**config.mk**
```make
export PLATFORM = sky130hd
export DESIGN_NAME = sp_ram_arbiter
export DESIGN_NICKNAME = d
export VERILOG_FILES = /design/src/rtl/sp_ram_arbiter.sv
export SDC_FILE = /design/constraint.sdc
export NUM_CORES = 1
export LEC_CHECK = 0
export CAP_MARGIN = 20
export CORE_MARGIN = 2
export CORE_UTILIZATION = 45
export DETAILED_ROUTE_END_ITERATION = 16
export PLACE_DENSITY = 0.88
export SETUP_SLACK_MARGIN = 0.1
export SKIP_CTS_REPAIR_TIMING = 1
export SYNTH_ARGS = -nofsm -noshare
export SYNTH_HDL_FRONTEND = slang
export SYNTH_SLANG_ARGS = --single-unit
```
**constraint.sdc**
```tcl
create_clock -name CLK -period 6.5 [get_ports CLK]
set_clock_uncertainty 0.2 [all_clocks]
set_input_delay 0.65 -clock CLK [delete_from_list [all_inputs] [get_ports CLK]]
set_output_delay 0.65 -clock CLK [all_outputs]
set_load 0.05 [all_outputs]
```
**src/rtl/sp_ram_arbiter.sv**
```systemverilog
// Round-robin arbiter sharing one single-port RAM among NUM_REQ valid/ready requesters.
// Two-stage pipeline: registered RAM drive, then a registered one-hot response.
module sp_ram_arbiter #(
   parameter int NUM_REQ    = 4,
   parameter int WIDTH      = 8,
   parameter int DEPTH      = 8,
   parameter int STRB_WIDTH = 8,
   localparam int _WEN_WIDTH  = WIDTH / STRB_WIDTH,
   localparam int _ADDR_WIDTH = $clog2(DEPTH)
) (
   input  logic                              CLK,
   input  logic                              RST,
   input  logic [NUM_REQ-1:0]                REQ_VALID,
   output logic [NUM_REQ-1:0]                REQ_READY,
   input  logic [NUM_REQ*_ADDR_WIDTH-1:0]    REQ_ADDR,
   input  logic [NUM_REQ*WIDTH-1:0]          REQ_D,
   input  logic [NUM_REQ*_WEN_WIDTH-1:0]     REQ_W_EN,
   input  logic [NUM_REQ-1:0]                REQ_LOCK,
   output logic [NUM_REQ-1:0]                RSP_VALID,
   output logic                              RSP_WRITE,
   output logic [WIDTH-1:0]                  RSP_Q,
   output logic [_ADDR_WIDTH-1:0]            RAM_ADDR,
   output logic [WIDTH-1:0]                  RAM_D,
   output logic [_WEN_WIDTH-1:0]             RAM_W_EN,
   input  logic [WIDTH-1:0]                  RAM_Q
);
   localparam int IDX_W  = $clog2(NUM_REQ);
   localparam int STAGES = 2;

   typedef enum logic {ARB, LOCKED} state_t;

   state_t                                state, state_nxt;
   logic [IDX_W-1:0]                      last, owner, gnt_idx, id1, id2;
   logic                                  found, accept;
   int                                    cand;
   logic [STAGES:1]                       vld_pipe;
   logic [NUM_REQ-1:0][_ADDR_WIDTH-1:0]   addr_a;
   logic [NUM_REQ-1:0][WIDTH-1:0]         d_a;
   logic [NUM_REQ-1:0][_WEN_WIDTH-1:0]    wen_a;

   assign addr_a = REQ_ADDR;
   assign d_a    = REQ_D;
   assign wen_a  = REQ_W_EN;

   // Round-robin search starts just after the last accepted requester.
   always_comb begin
      gnt_idx   = owner;
      found     = 1'b0;
      cand      = 0;
      REQ_READY = '0;
      if (state == ARB) begin
         for (int k = 1; k <= NUM_REQ; k++) begin
            cand = (int'(last) + k) % NUM_REQ;
            if (!found && REQ_VALID[IDX_W'(cand)]) begin
               found   = 1'b1;
               gnt_idx = IDX_W'(cand);
            end
         end
      end
      if (!RST && (state == LOCKED || found))
         REQ_READY[gnt_idx] = REQ_VALID[gnt_idx];
   end

   assign accept = |REQ_READY;

   always_comb begin
      state_nxt = state;
      if (accept)
         state_nxt = REQ_LOCK[gnt_idx] ? LOCKED : ARB;
   end

   always_ff @(posedge CLK or posedge RST) begin
      if (RST) begin
         state <= ARB;
         last  <= IDX_W'(NUM_REQ - 1);
         owner <= '0;
      end else begin
         state <= state_nxt;
         if (accept) begin
            last  <= gnt_idx;
            owner <= gnt_idx;
         end
      end
   end

   // Stage 1 drives the RAM; stage 2 captures its combinational read data.
   always_ff @(posedge CLK or posedge RST) begin
      if (RST) begin
         vld_pipe  <= '0;
         id1       <= '0;
         id2       <= '0;
         RAM_ADDR  <= '0;
         RAM_D     <= '0;
         RAM_W_EN  <= '0;
         RSP_WRITE <= 1'b0;
         RSP_Q     <= '0;
      end else begin
         vld_pipe <= {vld_pipe[STAGES-1:1], accept};
         id2      <= id1;
         RAM_W_EN <= '0;
         if (accept) begin
            id1      <= gnt_idx;
            RAM_ADDR <= addr_a[gnt_idx];
            RAM_D    <= d_a[gnt_idx];
            RAM_W_EN <= wen_a[gnt_idx];
         end
         RSP_WRITE <= vld_pipe[1] && (RAM_W_EN != '0);
         RSP_Q     <= (vld_pipe[1] && (RAM_W_EN == '0)) ? RAM_Q : '0;
      end
   end

   always_comb begin
      RSP_VALID = '0;
      if (vld_pipe[STAGES])
         RSP_VALID[id2] = 1'b1;
   end
endmodule

```
==> flow_summary.rst, run 1 <==
.. list-table::
   :header-rows: 1

   * - Metric
     - Value
   * - Count of input and output buffers
     - 94
   * - Internal power of the cells
     - 756 uW
   * - Routability-driven placement congestion ratio
     - 0.892
   * - Number of buffers created by CTS
     - 5
   * - Slack of the worst reg-to-reg path
     - 3180 ps
   * - Fill cell total of the finished layout
     - 341
   * - Final std cell area, no fill
     - 3100 sq um
   * - Startpoint of the most critical setup path
     - REQ_VALID[2]
   * - Share of post-route cells with drive strength above 1
     - 0.0898
   * - Number of rows created at floorplan
     - 24
   * - Top area cells in the synthesized netlist
     - dfrtp_1 (34%), nand2_1 (9.7%), mux2i_1 (6.8%)
   * - Avg Cell Area, Syn
     - 8.68 sq um
   * - Part of the power in the clock network
     - 0.097
   * - # IOs
     - 95
   * - Maximum clock frequency
     - 199 MHz
   * - Proportion of power drawn by flip-flops and latches
     - 0.219
   * - Slew Limit Fails
     - 0
   * - Post-DR vias/cell
     - 5.37
   * - Clock sink total
     - 30
   * - Number of enable flip-flop cells after synthesis
     - 0
   * - Tmin final
     - 5020 ps
   * - Endpoint kind of the worst setup timing path
     - output pin
   * - First-pass iteration count of the detailed router
     - 5
   * - Maximum number of pins on one net before global-route repair
     - 30
   * - Worst reg-to-reg path cell count
     - 8
   * - Pleak
     - 0.00131 uW
   * - Top cell type's share of synthesized area
     - 0.340
   * - Total chip power
     - 1560 uW
   * - Type of origin of the critical path
     - primary input
   * - Worst Min Path Start
     - vld_pipe[1]
   * - Power spent charging and discharging nets
     - 807 uW
   * - Number of global-route vias before repair
     - 1804
   * - Fin. Hold Viols
     - 0
   * - Effective utilization at floorplan
     - 0.469
   * - Longest individual stage delay on the worst path
     - 840 ps
   * - Synthesized netlist net count
     - 303
   * - Reg-to-reg critical path endpoint
     - id1[0]
   * - Largest driver fanout on the critical path
     - 14
   * - Outcome
     - finished clean
   * - Synth-to-Final Area Change
     - 50.6%
   * - Top cell by count, worst path
     - clkdlybuf4s50_1
   * - Yosys warning count
     - 0
   * - Multi-input gate area in the final layout
     - 1150 sq um
   * - Number of placed instances with taps included
     - 367
   * - Global-route wire length before repair
     - 8470 microns
   * - Post-synthesis instance total
     - 237
   * - Die Height
     - 71.6 microns
   * - Post-route insts no fill
     - 375
   * - Clock tree root driver cell
     - clkbuf_8
   * - Cell taking the most area after synthesis
     - dfrtp_1
   * - Class of the tightest hold or removal check
     - reg2reg
   * - Die outline area
     - 5130 sq um
   * - Tot GR Track Use
     - 0.207
   * - Standard cell area after detailed placement
     - 3010 sq um
   * - Tcrit/Tclk final
     - 0.772
   * - P per Cell Area
     - 504 nW/um^2
   * - CP Data Arrival Time
     - 4170 ps
   * - Worst-Margin Slew
     - 1030 ps
   * - Drt initial violations
     - 117
   * - Hold-critical path depth
     - 0
   * - Launch point of the worst reg-to-reg path
     - last[0]
   * - Post-synth cell types
     - 45
   * - Max Buffers Root-to-Sink
     - 2
   * - Fraction of registers with async set/reset
     - 1.00
   * - Number of antenna-violating nets in the routed design
     - 0
   * - Post-layout net count
     - 388
   * - Cells along the critical path
     - clkdlybuf4s50_1 -> and4bb_2 -> nor4_2 -> a31oi_1 -> o31ai_2 -> nor2_1 -> nor3_1 -> clkdlybuf4s50_1
   * - Maximum vdd drop
     - 265 uV
   * - Total overflow reported by the global router
     - 0
   * - Placed wire-length estimate after detailed placement
     - 4190 microns
   * - Netlist Area Pre-Place
     - 2060 sq um
   * - Final-layout worst hold slack
     - 188 ps
   * - Drt total wl
     - 5510 microns
   * - Required time reported for the critical path endpoint
     - 5650 ps
   * - Final antenna diode count
     - 0
   * - DRC violation count after routing
     - 0
   * - Headroom to the max-slew limit
     - 0.307
   * - CTS tree
     - built
   * - Final setup vio count
     - 0
   * - Overall via count from detail_route
     - 2015
   * - Synth Flop Type
     - dfrtp_1
   * - Slowest cell on the critical path
     - o31ai_2
   * - Footprint of the flip-flops and latches
     - 753 sq um
   * - Part of the power in combinational logic
     - 0.684
   * - Post-synthesis sequential area ratio
     - 0.366
   * - Clock slew seen by the registers of the worst setup and hold paths
     - 60 ps
   * - Maximum level of the CTS H-tree
     - 2
   * - Total negative slack
     - 0 ps
   * - Die width
     - 71.6 microns
   * - Setup repair after global routing missed its margin
     - no
   * - Kind of critical path
     - in2out
   * - Total of max-cap violations
     - 0
   * - Number of synthesized register bits
     - 30
   * - Hold-critical path endpoint
     - vld_pipe[2]
   * - DR WL/cell
     - 14.7 microns
   * - Core area
     - 4380 sq um
   * - Antenna violations before repair
     - 0
   * - Worst-Skew Late Latency
     - 280 ps
   * - Switching Share
     - 0.516
power groups by stage:
stage / clock network [uW] / logic, uW / registers (uW)
after floorplan: 0 / 657 / 479
after global routing: 165 / 1140 / 355
after CTS: 155 / 1070 / 342
after detailed placement: 0 / 1060 / 344
final: 152 / 1070 / 342
after global placement: 0 / 1040 / 339
cells in the final DEF (no fill, tap or decap), types with 2 or more instances in the layout:
cell             instances
nor3b_1                  4
clkdlybuf4s50_1         94
clkbuf_8                 6
and2_1                  10
nand2_1                 53
inv_1                   15
o21ai_0                  5
nand2b_1                 2
dfstp_2                  2
a21oi_1                  2
mux2_1                   3
nor2b_1                  2
mux2i_1                 14
nor3_1                   6
nand3b_1                 3
a211oi_1                12
nor2_1                  18
dfrtp_1                 28
and3b_1                  2
a22oi_1                 14
mux4_2                   3
per-stage QoR:
stage / utilization / worst slack [ps]
final: 0.707 / 1480
after floorplan: - / 2590
after global routing: 0.707 / 1290
after detailed placement: 0.686 / 1540
after CTS: 0.707 / 1530
after global placement: 0.679 / 1660
area by class of cell:
| cell class | instances | share of cell area |
|---|---|---|
| multi-input combinational | 173 | 0.370 |
| inverter | 16 | 0.0210 |
| tap | 52 | 0.0210 |
| timing repair buffer | 96 | 0.315 |
| clock buffer | 6 | 0.0266 |
| sequential | 30 | 0.243 |
| clock inverter | 2 | 0.00404 |
sequential cells by signal (all words and copies together), names as in the netlist, 2 cells and up:
name,cells
RAM_ADDR,3
RAM_D,8
RSP_Q,8
id1,2
id2,2
last,2
vld_pipe,2
worst max-delay path by stage:
| stage | cells past startpoint | slack, ps | endpoint |
|---|---|---|---|
| 2_1_floorplan | 8 | 2590 | REQ_READY[0] |
| 3_3_place_gp | 8 | 1660 | REQ_READY[2] |
| 3_5_place_dp | 8 | 1540 | REQ_READY[2] |
| 4_1_cts | 8 | 1530 | REQ_READY[2] |
| 5_1_grt | 8 | 1290 | REQ_READY[0] |
| 6_report | 8 | 1480 | REQ_READY[2] |
kinds of logic (layout without fill, tap and decap cells):
logic type,count (synthesis),count (layout),synth area share
compound gates,45,45,0.171
buf+inv,34,120,0.0815
flops,30,30,0.366
mux,20,20,0.117
simple gates,108,108,0.264
Yosys cell counts, drive strengths merged (4+ instances only):
cell type,number
and2,10
buf,10
a211oi,12
dfrtp,28
a22oi,14
nor3b,4
inv,16
clkbuf,8
nand2,54
nor2,18
o21ai,7
mux2i,14
nor3,6
per-layer routing:
layer	up-vias	routed length (microns)	GRT usage
met4	0	49	0.0545
met5	-	0	0
met3	6	333	0.0394
met1	933	2300	0.259
met2	83	2820	0.367
li1	993	-	-
critical path, delay by kind of cell:
kind | cells | cell delay (ps)
buffers and inverters | 2 | 1520
AO/OA/AOI/OAI | 2 | 1010
AND/OR/NAND/NOR | 4 | 970
No activity file was read; power rests on OpenSTA's default activity.
==> inputs of run 2 (changes only) <==
--- a/config.mk
+++ b/config.mk
@@ -7,9 +7,9 @@
 export LEC_CHECK = 0
 export CAP_MARGIN = 20
 export CORE_MARGIN = 2
-export CORE_UTILIZATION = 45
+export CORE_UTILIZATION = 38
 export DETAILED_ROUTE_END_ITERATION = 16
-export PLACE_DENSITY = 0.88
+export PLACE_DENSITY = 0.8
 export SETUP_SLACK_MARGIN = 0.1
 export SKIP_CTS_REPAIR_TIMING = 1
 export SYNTH_ARGS = -nofsm -noshare
==> constraint.sdc (replaced) <==
create_clock -name CLK -period 4.1 [get_ports CLK]
set_clock_uncertainty 0.2 [all_clocks]
set_input_delay 0.41 -clock CLK [delete_from_list [all_inputs] [get_ports CLK]]
set_output_delay 0.41 -clock CLK [all_outputs]
set_load 0.05 [all_outputs]
==> run 2 against run 1 <==
  * Register-to-register slack worse by 2100 ps
  * Die area up 17%
  * Final area up 2.1%
  * Final cell count up 5.3%
  * Sequential power up 60%
  * Worst setup slack worse by 1000 ps
  * Sequential share of layout area down 0.51 points
  * Count of clock-buffer cells in the layout down 1
  * Via count up 1.1%
  * Power up 63%
  * Worst hold slack better by 4.8 ps
  * Non-clock buffer count up 2
  * Critical path type unchanged
==> flow_summary.rst, run 2 (synthesized netlist as in run 1, its figures left out) <==
.. list-table::
   :header-rows: 1

   * - Metric
     - Value
   * - Part of the power in the clock network
     - 0.114 (+0.017)
   * - Total overflow reported by the global router
     - 0 (unchanged)
   * - Slew Limit Fails
     - 0 (unchanged)
   * - Number of antenna-violating nets in the routed design
     - 0 (unchanged)
   * - Worst Min Path Start
     - vld_pipe[1]
   * - Overall via count from detail_route
     - 2037 (+1.1%)
   * - Tot GR Track Use
     - 0.187 (-0.0205)
   * - Slack of the worst reg-to-reg path
     - 1090 ps (-2090 ps)
   * - Proportion of power drawn by flip-flops and latches
     - 0.216 (-0.003)
   * - Commonest non-fill, non-tap cell in the layout
     - clkdlybuf4s50_1
   * - Pleak
     - 0.00134 uW (+2.6%)
   * - P per Cell Area
     - 802 nW/um^2 (+59%)
   * - Drt initial violations
     - 81 (-31%)
   * - Post-DR vias/cell
     - 5.16 (-4.0%)
   * - Synth-to-Final Area Change
     - 53.9%
   * - Die Height
     - 77.6 microns (+8.3%)
   * - Drt total wl
     - 5490 microns (-0.42%)
   * - Max Buffers Root-to-Sink
     - 2 (unchanged)
   * - Routability-driven placement congestion ratio
     - 0.906 (+1.6%)
   * - Part of the power in combinational logic
     - 0.670 (-0.014)
   * - Final setup vio count
     - 0 (unchanged)
   * - Met2 track demand over resource in global routing
     - 0.307 (-0.0604)
   * - Met1 Usage GRT
     - 0.244 (-0.0149)
   * - Maximum clock frequency
     - 274 MHz
   * - Clock tree root driver cell
     - clkbuf_8
   * - GRT busiest layer
     - met2
   * - Maximum level of the CTS H-tree
     - 2 (unchanged)
   * - Total negative slack
     - 0 ps (unchanged)
   * - Worst-Skew Late Latency
     - 280 ps (about the same)
   * - Worst-Margin Slew
     - 546 ps (-488 ps)
   * - Count of input and output buffers
     - 94 (unchanged)
   * - Tcrit/Tclk final
     - 0.891
   * - Total of max-cap violations
     - 0 (unchanged)
   * - Clock slew seen by the registers of the worst setup and hold paths
     - 70 ps (about the same)
   * - CTS tree
     - built
   * - Power spent charging and discharging nets
     - 1270 uW (+57%)
   * - Met3 global-route usage
     - 0.0384 (-0.00101)
   * - Share of post-route cells with drive strength above 1
     - 0.108 (+0.0179)
   * - Maximum number of pins on one net before global-route repair
     - 31 (+3.3%)
   * - Clock sink total
     - 30 (unchanged)
   * - Final-layout worst hold slack
     - 192 ps (+4.82 ps)
   * - Die width
     - 77.6 microns (+8.3%)
   * - Effective utilization at floorplan
     - 0.398 (-0.0715)
   * - Headroom to the max-slew limit
     - 0.635 (+0.328)
   * - Post-layout net count
     - 390 (+0.52%)
   * - Startpoint of the most critical setup path
     - REQ_VALID[2]
   * - Commonest cells after routing, fill and taps aside
     - clkdlybuf4s50_1 (90), nand2_1 (53), dfrtp_1 (28)
   * - Final antenna diode count
     - 0 (unchanged)
   * - CP Data Arrival Time
     - 3040 ps (-1130 ps)
   * - Hold-critical path depth
     - 0 (unchanged)
   * - Largest driver fanout on the critical path
     - 14 (unchanged)
   * - Outcome
     - finished clean
   * - First-pass iteration count of the detailed router
     - 4 (-1)
   * - Reg-to-reg critical path endpoint
     - id1[0]
   * - Kind of critical path
     - in2out
   * - Global-route wire length before repair
     - 9060 microns (+7.0%)
   * - Die outline area
     - 6020 sq um (+17%)
   * - Switching Share
     - 0.499 (-0.0172)
   * - Setup repair after global routing missed its margin
     - no
   * - Pre-CTS setup slack
     - 462 ps (-1080 ps)
   * - Maximum vdd drop
     - 327 uV (+23%)
   * - Tmin final
     - 3650 ps
   * - Number of rows created at floorplan
     - 26 (+8.3%)
   * - Number of buffers created by CTS
     - 5 (unchanged)
   * - Worst-case setup margin in the final layout
     - 447 ps (-1030 ps)
   * - Registers with the most flip-flops
     - RAM_D (8), RSP_Q (8), RAM_ADDR (3)
   * - Number of global-route vias before repair
     - 1946 (+7.9%)
   * - Placed wire-length estimate after detailed placement
     - 4240 microns (+0.98%)
   * - Class of the tightest hold or removal check
     - reg2reg
   * - Type of origin of the critical path
     - primary input
   * - Fin. Hold Viols
     - 0 (unchanged)
   * - DRC violation count after routing
     - 0 (unchanged)
   * - Internal power of the cells
     - 1270 uW (+68%)
   * - Core area
     - 5170 sq um (+18%)
   * - # IOs
     - 95 (unchanged)
   * - Worst reg-to-reg path cell count
     - 8 (unchanged)
   * - Antenna violations before repair
     - 0 (unchanged)
   * - Launch point of the worst reg-to-reg path
     - last[0]
   * - DR WL/cell
     - 13.9 microns (-5.5%)
   * - Endpoint kind of the worst setup timing path
     - output pin
   * - Required time reported for the critical path endpoint
     - 3490 ps (-2160 ps)
   * - Hold-critical path endpoint
     - vld_pipe[2]
-- run 2: cell types whose count changed in the layout (fill, tap and decap cells not counted) --
cell             previous run  this run
clkinv_2                    1         2
clkinvlp_4                  1         0
buf_12                      0         2
clkdlybuf4s50_1            94        90
buf_4                       1         5
clkbuf_8                    6         5
bufinv_16                   0         1
-- run 2: final cells by class --
cell class / instances / area, sq um
Clock buffer: 5 / 68.8
Clock inverter: 3 / 40.0
Fill cell: 437 / 2010
Inverter: 16 / 65.1
Multi-Input combinational cell: 173 / 1150
Sequential cell: 30 / 753
Tap cell: 70 / 87.6
Timing Repair Buffer: 98 / 1010
-- run 2: per-stage QoR --
step                power [uW]   util  cell area, sq um  cells
CTS                       2550  0.607              3140    394
global placement          2210  0.586              3030    386
finish                    2540  0.612              3170    395
floorplan                 1800      -              2060    237
global route              2720  0.612              3170    395
detailed placement        2250  0.586              3030    386
-- run 2: power groups by stage --
stage               Clock [uW]  Combinational (uW)  Sequential (uW)
CTS                        295                1710              544
global placement             0                1670              538
finish                     290                1700              547
floorplan                    0                1040              759
global route               313                1840              566
detailed placement           0                1700              549
-- run 2: routing by layer --
layer  share of wire  vias to the layer above
met5               0                        -
met4           0.019                        0
met1            0.45                      944
met3           0.065                       10
li1                -                      995
met2            0.47                       88
-- run 2: how the worst max path moves through the flow --
stage	endpoint	slack, ps	cells after the start
CTS	REQ_READY[2]	450	9
floorplan	REQ_READY[0]	540	8
global route	REQ_READY[2]	250	9
global placement	REQ_READY[2]	550	9
finish	REQ_READY[2]	450	9
detailed placement	REQ_READY[2]	460	9
-- run 2: critical path, stage by stage --
cell and delay [ps]:
clkdlybuf4s50_1 670, and4bb_2 300, nor4_2 270, a31oi_1 170, o31a_2 450, nand4_2 170
nand3_4 110, nor3_1 300, buf_12 180
==> inputs of run 3 (changes only) <==
--- a/config.mk
+++ b/config.mk
@@ -8,6 +8,7 @@
 export CAP_MARGIN = 20
 export CORE_MARGIN = 2
 export CORE_UTILIZATION = 38
+export CTS_BUF_LIST = sky130_fd_sc_hd__clkbuf_4 sky130_fd_sc_hd__clkbuf_8 sky130_fd_sc_hd__clkbuf_16
 export DETAILED_ROUTE_END_ITERATION = 16
 export PLACE_DENSITY = 0.8
 export SETUP_SLACK_MARGIN = 0.1
==> constraint.sdc (replaced) <==
create_clock -name CLK -period 3.2 [get_ports CLK]
set_clock_uncertainty 0.2 [all_clocks]
set_input_delay 0.32 -clock CLK [delete_from_list [all_inputs] [get_ports CLK]]
set_output_delay 0.32 -clock CLK [all_outputs]
set_load 0.05 [all_outputs]
==> run 3 against run 2 <==
  * Via count is 4.1% higher
  * Critical path depth decreased by 1
  * Clock power grew 6%
  * Critical endpoint is now REQ_READY[0]
  * Largest power group unchanged
==> flow_summary.rst, run 3 (synthesized netlist as in run 1, its figures left out) <==
.. list-table::
   :header-rows: 1

   * - Metric
     - Value
   * - Outcome
     - finished clean
   * - Global-route wire length before repair
     - 9140 microns (+0.84%)
   * - Post-DR vias/cell
     - 5.08 (-1.4%)
   * - Core area
     - 5170 sq um (unchanged)
   * - Maximum vdd drop
     - 493 uV (+51%)
   * - Worst-Skew Late Latency
     - 270 ps (about the same)
   * - Commonest non-fill, non-tap cell in the layout
     - clkdlybuf4s50_1
   * - DRC violation count after routing
     - 0 (unchanged)
   * - Switching Share
     - 0.498 (-0.000893)
   * - Part of the power in combinational logic
     - 0.718 (+0.048)
   * - Final antenna diode count
     - 0 (unchanged)
   * - Tcrit/Tclk final
     - 0.986
   * - Drt initial violations
     - 149 (+84%)
   * - Maximum clock frequency
     - 317 MHz
   * - Post-layout net count
     - 412 (+5.6%)
   * - Class of the tightest hold or removal check
     - reg2reg
   * - Required time reported for the critical path endpoint
     - 2680 ps (-810 ps)
   * - Slowest cell on the critical path
     - dfstp_4
   * - Maximum level of the CTS H-tree
     - 2 (unchanged)
   * - Total routed wire length on the met1 layer
     - 2630 microns (+7.4%)
   * - Drt total wl
     - 6150 microns (+12%)
   * - Pleak
     - 0.00146 uW (+8.6%)
   * - Longest individual stage delay on the worst path
     - 650 ps (-20 ps)
   * - Number of global-route vias before repair
     - 1980 (+1.7%)
   * - Registers with the most flip-flops
     - RAM_D (8), RSP_Q (8), RAM_ADDR (3)
   * - Clock tree root driver cell
     - clkbuf_8
   * - Number of antenna-violating nets in the routed design
     - 0 (unchanged)
   * - Core occupancy in the finished layout
     - 0.657 (+0.0445)
   * - CP Data Arrival Time
     - 2630 ps (-410 ps)
   * - Tmin final
     - 3150 ps
   * - Proportion of power drawn by flip-flops and latches
     - 0.196 (-0.020)
   * - Setup repair after global routing missed its margin
     - yes
   * - Total of max-cap violations
     - 0 (unchanged)
   * - Sum of met2 wire segment lengths after detailed routing
     - 3070 microns (+19%)
   * - Part of the power in the clock network
     - 0.086 (-0.028)
   * - Internal power of the cells
     - 1780 uW (+40%)
   * - Die Height
     - 77.6 microns (unchanged)
   * - P per Cell Area
     - 1050 nW/um^2 (+30%)
   * - Count of input and output buffers
     - 94 (unchanged)
   * - Final-layout worst hold slack
     - 185 ps (-7.00 ps)
   * - Die width
     - 77.6 microns (unchanged)
   * - Final setup vio count
     - 0 (unchanged)
   * - Wire length on met3
     - 359 microns (+1.4%)
   * - Hold-critical path depth
     - 0 (unchanged)
   * - Headroom to the max-slew limit
     - 0.629 (-0.00614)
   * - Commonest cells after routing, fill and taps aside
     - clkdlybuf4s50_1 (90), nand2_1 (52), dfrtp_1 (28)
   * - Endpoint kind of the worst setup timing path
     - output pin
   * - Routability-driven placement congestion ratio
     - 0.857 (-5.5%)
   * - Clock sink total
     - 30 (unchanged)
   * - Power spent charging and discharging nets
     - 1770 uW (+40%)
   * - Number of rows created at floorplan
     - 26 (unchanged)
   * - Buffer and inverter count on the worst path
     - 1 (-1)
   * - Worst Min Path Start
     - vld_pipe[1]
   * - Antenna violations before repair
     - 0 (unchanged)
   * - First-pass iteration count of the detailed router
     - 4 (unchanged)
   * - Slack of the worst reg-to-reg path
     - 190 ps (-900 ps)
   * - Slew Limit Fails
     - 0 (unchanged)
   * - Worst reg-to-reg path cell count
     - 11 (+3)
   * - Die outline area
     - 6020 sq um (unchanged)
   * - Share of post-route cells with drive strength above 1
     - 0.190 (+0.0825)
   * - CTS tree
     - built
   * - Type of origin of the critical path
     - flip-flop
   * - # IOs
     - 95 (unchanged)
   * - Tot GR Track Use
     - 0.189 (+0.00247)
   * - Overall via count from detail_route
     - 2120 (+4.1%)
   * - Reg-to-reg critical path endpoint
     - RAM_ADDR[2]
   * - Placed wire-length estimate after detailed placement
     - 4460 microns (+5.3%)
   * - Fin. Hold Viols
     - 0 (unchanged)
   * - Largest driver fanout on the critical path
     - 5 (-9)
   * - Total overflow reported by the global router
     - 0 (unchanged)
   * - Effective utilization at floorplan
     - 0.398 (unchanged)
   * - Max Buffers Root-to-Sink
     - 2 (unchanged)
   * - Hold-critical path endpoint
     - vld_pipe[2]
   * - Maximum number of pins on one net before global-route repair
     - 31 (unchanged)
   * - Cells along the critical path
     - mux4_2 -> nor2_2 -> a31oi_2 -> o31a_4 -> nand4_4 -> nand3_4 -> nor3_2 -> buf_12
   * - Cell family with most CP delay
     - flip-flops
   * - Launch point of the worst reg-to-reg path
     - last[0]
   * - Number of buffers created by CTS
     - 5 (unchanged)
   * - Kind of critical path
     - reg2out
   * - Worst-Margin Slew
     - 555 ps (+9.18 ps)
   * - DR WL/cell
     - 14.7 microns (+6.1%)
   * - Synth-to-Final Area Change
     - 65.0%
   * - Highest routed metal layer
     - met4
   * - Clock slew seen by the registers of the worst setup and hold paths
     - 60 ps (about the same)
==> run 3: per-layer routing <==
layer  up-vias  track usage
met3         8       0.0291
met2        86        0.335
met5         -            0
met4         0       0.0589
li1       1034            -
met1       992        0.235
==> run 3: how the worst max path moves through the flow <==
| stage | from | to | slack (ps) | cells past startpoint |
|---|---|---|---|---|
| final | last[0] | REQ_READY[0] | 50 | 8 |
| after global routing | last[0] | REQ_READY[2] | -60 | 9 |
| after CTS | last[0] | REQ_READY[0] | -120 | 8 |
| after detailed placement | REQ_VALID[2] | REQ_READY[0] | 50 | 9 |
| after global placement | REQ_VALID[2] | REQ_READY[2] | 100 | 9 |
| after floorplan | last[1] | REQ_READY[0] | -270 | 8 |
==> run 3: power groups by stage <==
stage | combinational [uW] | sequential (uW) | clock [uW]
global route | 2740 | 718 | 340
floorplan | 1330 | 972 | 0
finish | 2550 | 695 | 306
CTS | 2340 | 698 | 314
detailed placement | 2330 | 703 | 0
global placement | 2300 | 690 | 0
==> run 3: layout make-up <==
type | instances | area [sq um]
repair buffers | 120 | 1160
inverters | 16 | 65.1
clock buffers | 6 | 82.6
fillers | 412 | 1780
multi-input cells | 173 | 1240
clock inverters | 2 | 12.5
well taps | 70 | 87.6
flip-flops and latches | 30 | 757
==> run 3: worst reg2reg max path: cells and delay by family, from the launching register on <==
| kind | cells | cell delay [ps] |
|---|---|---|
| multiplexers | 2 | 730 |
| flip-flops | 1 | 650 |
| buffers and inverters | 4 | 560 |
| AO/OA/AOI/OAI | 2 | 460 |
| AND/OR/NAND/NOR | 3 | 340 |
==> run 3: per-stage QoR <==
stage	total power, uW	worst slack [ps]	std cells	setup TNS (ps)	instance area, sq um
after detailed placement	3040	53.2	403	0	3160
after global placement	2990	103	403	0	3160
after floorplan	2310	-266	237	-1060	2060
after global routing	3790	-60.9	417	-188	3400
after CTS	3360	-123	411	-303	3250
final	3550	46.2	417	0	3400
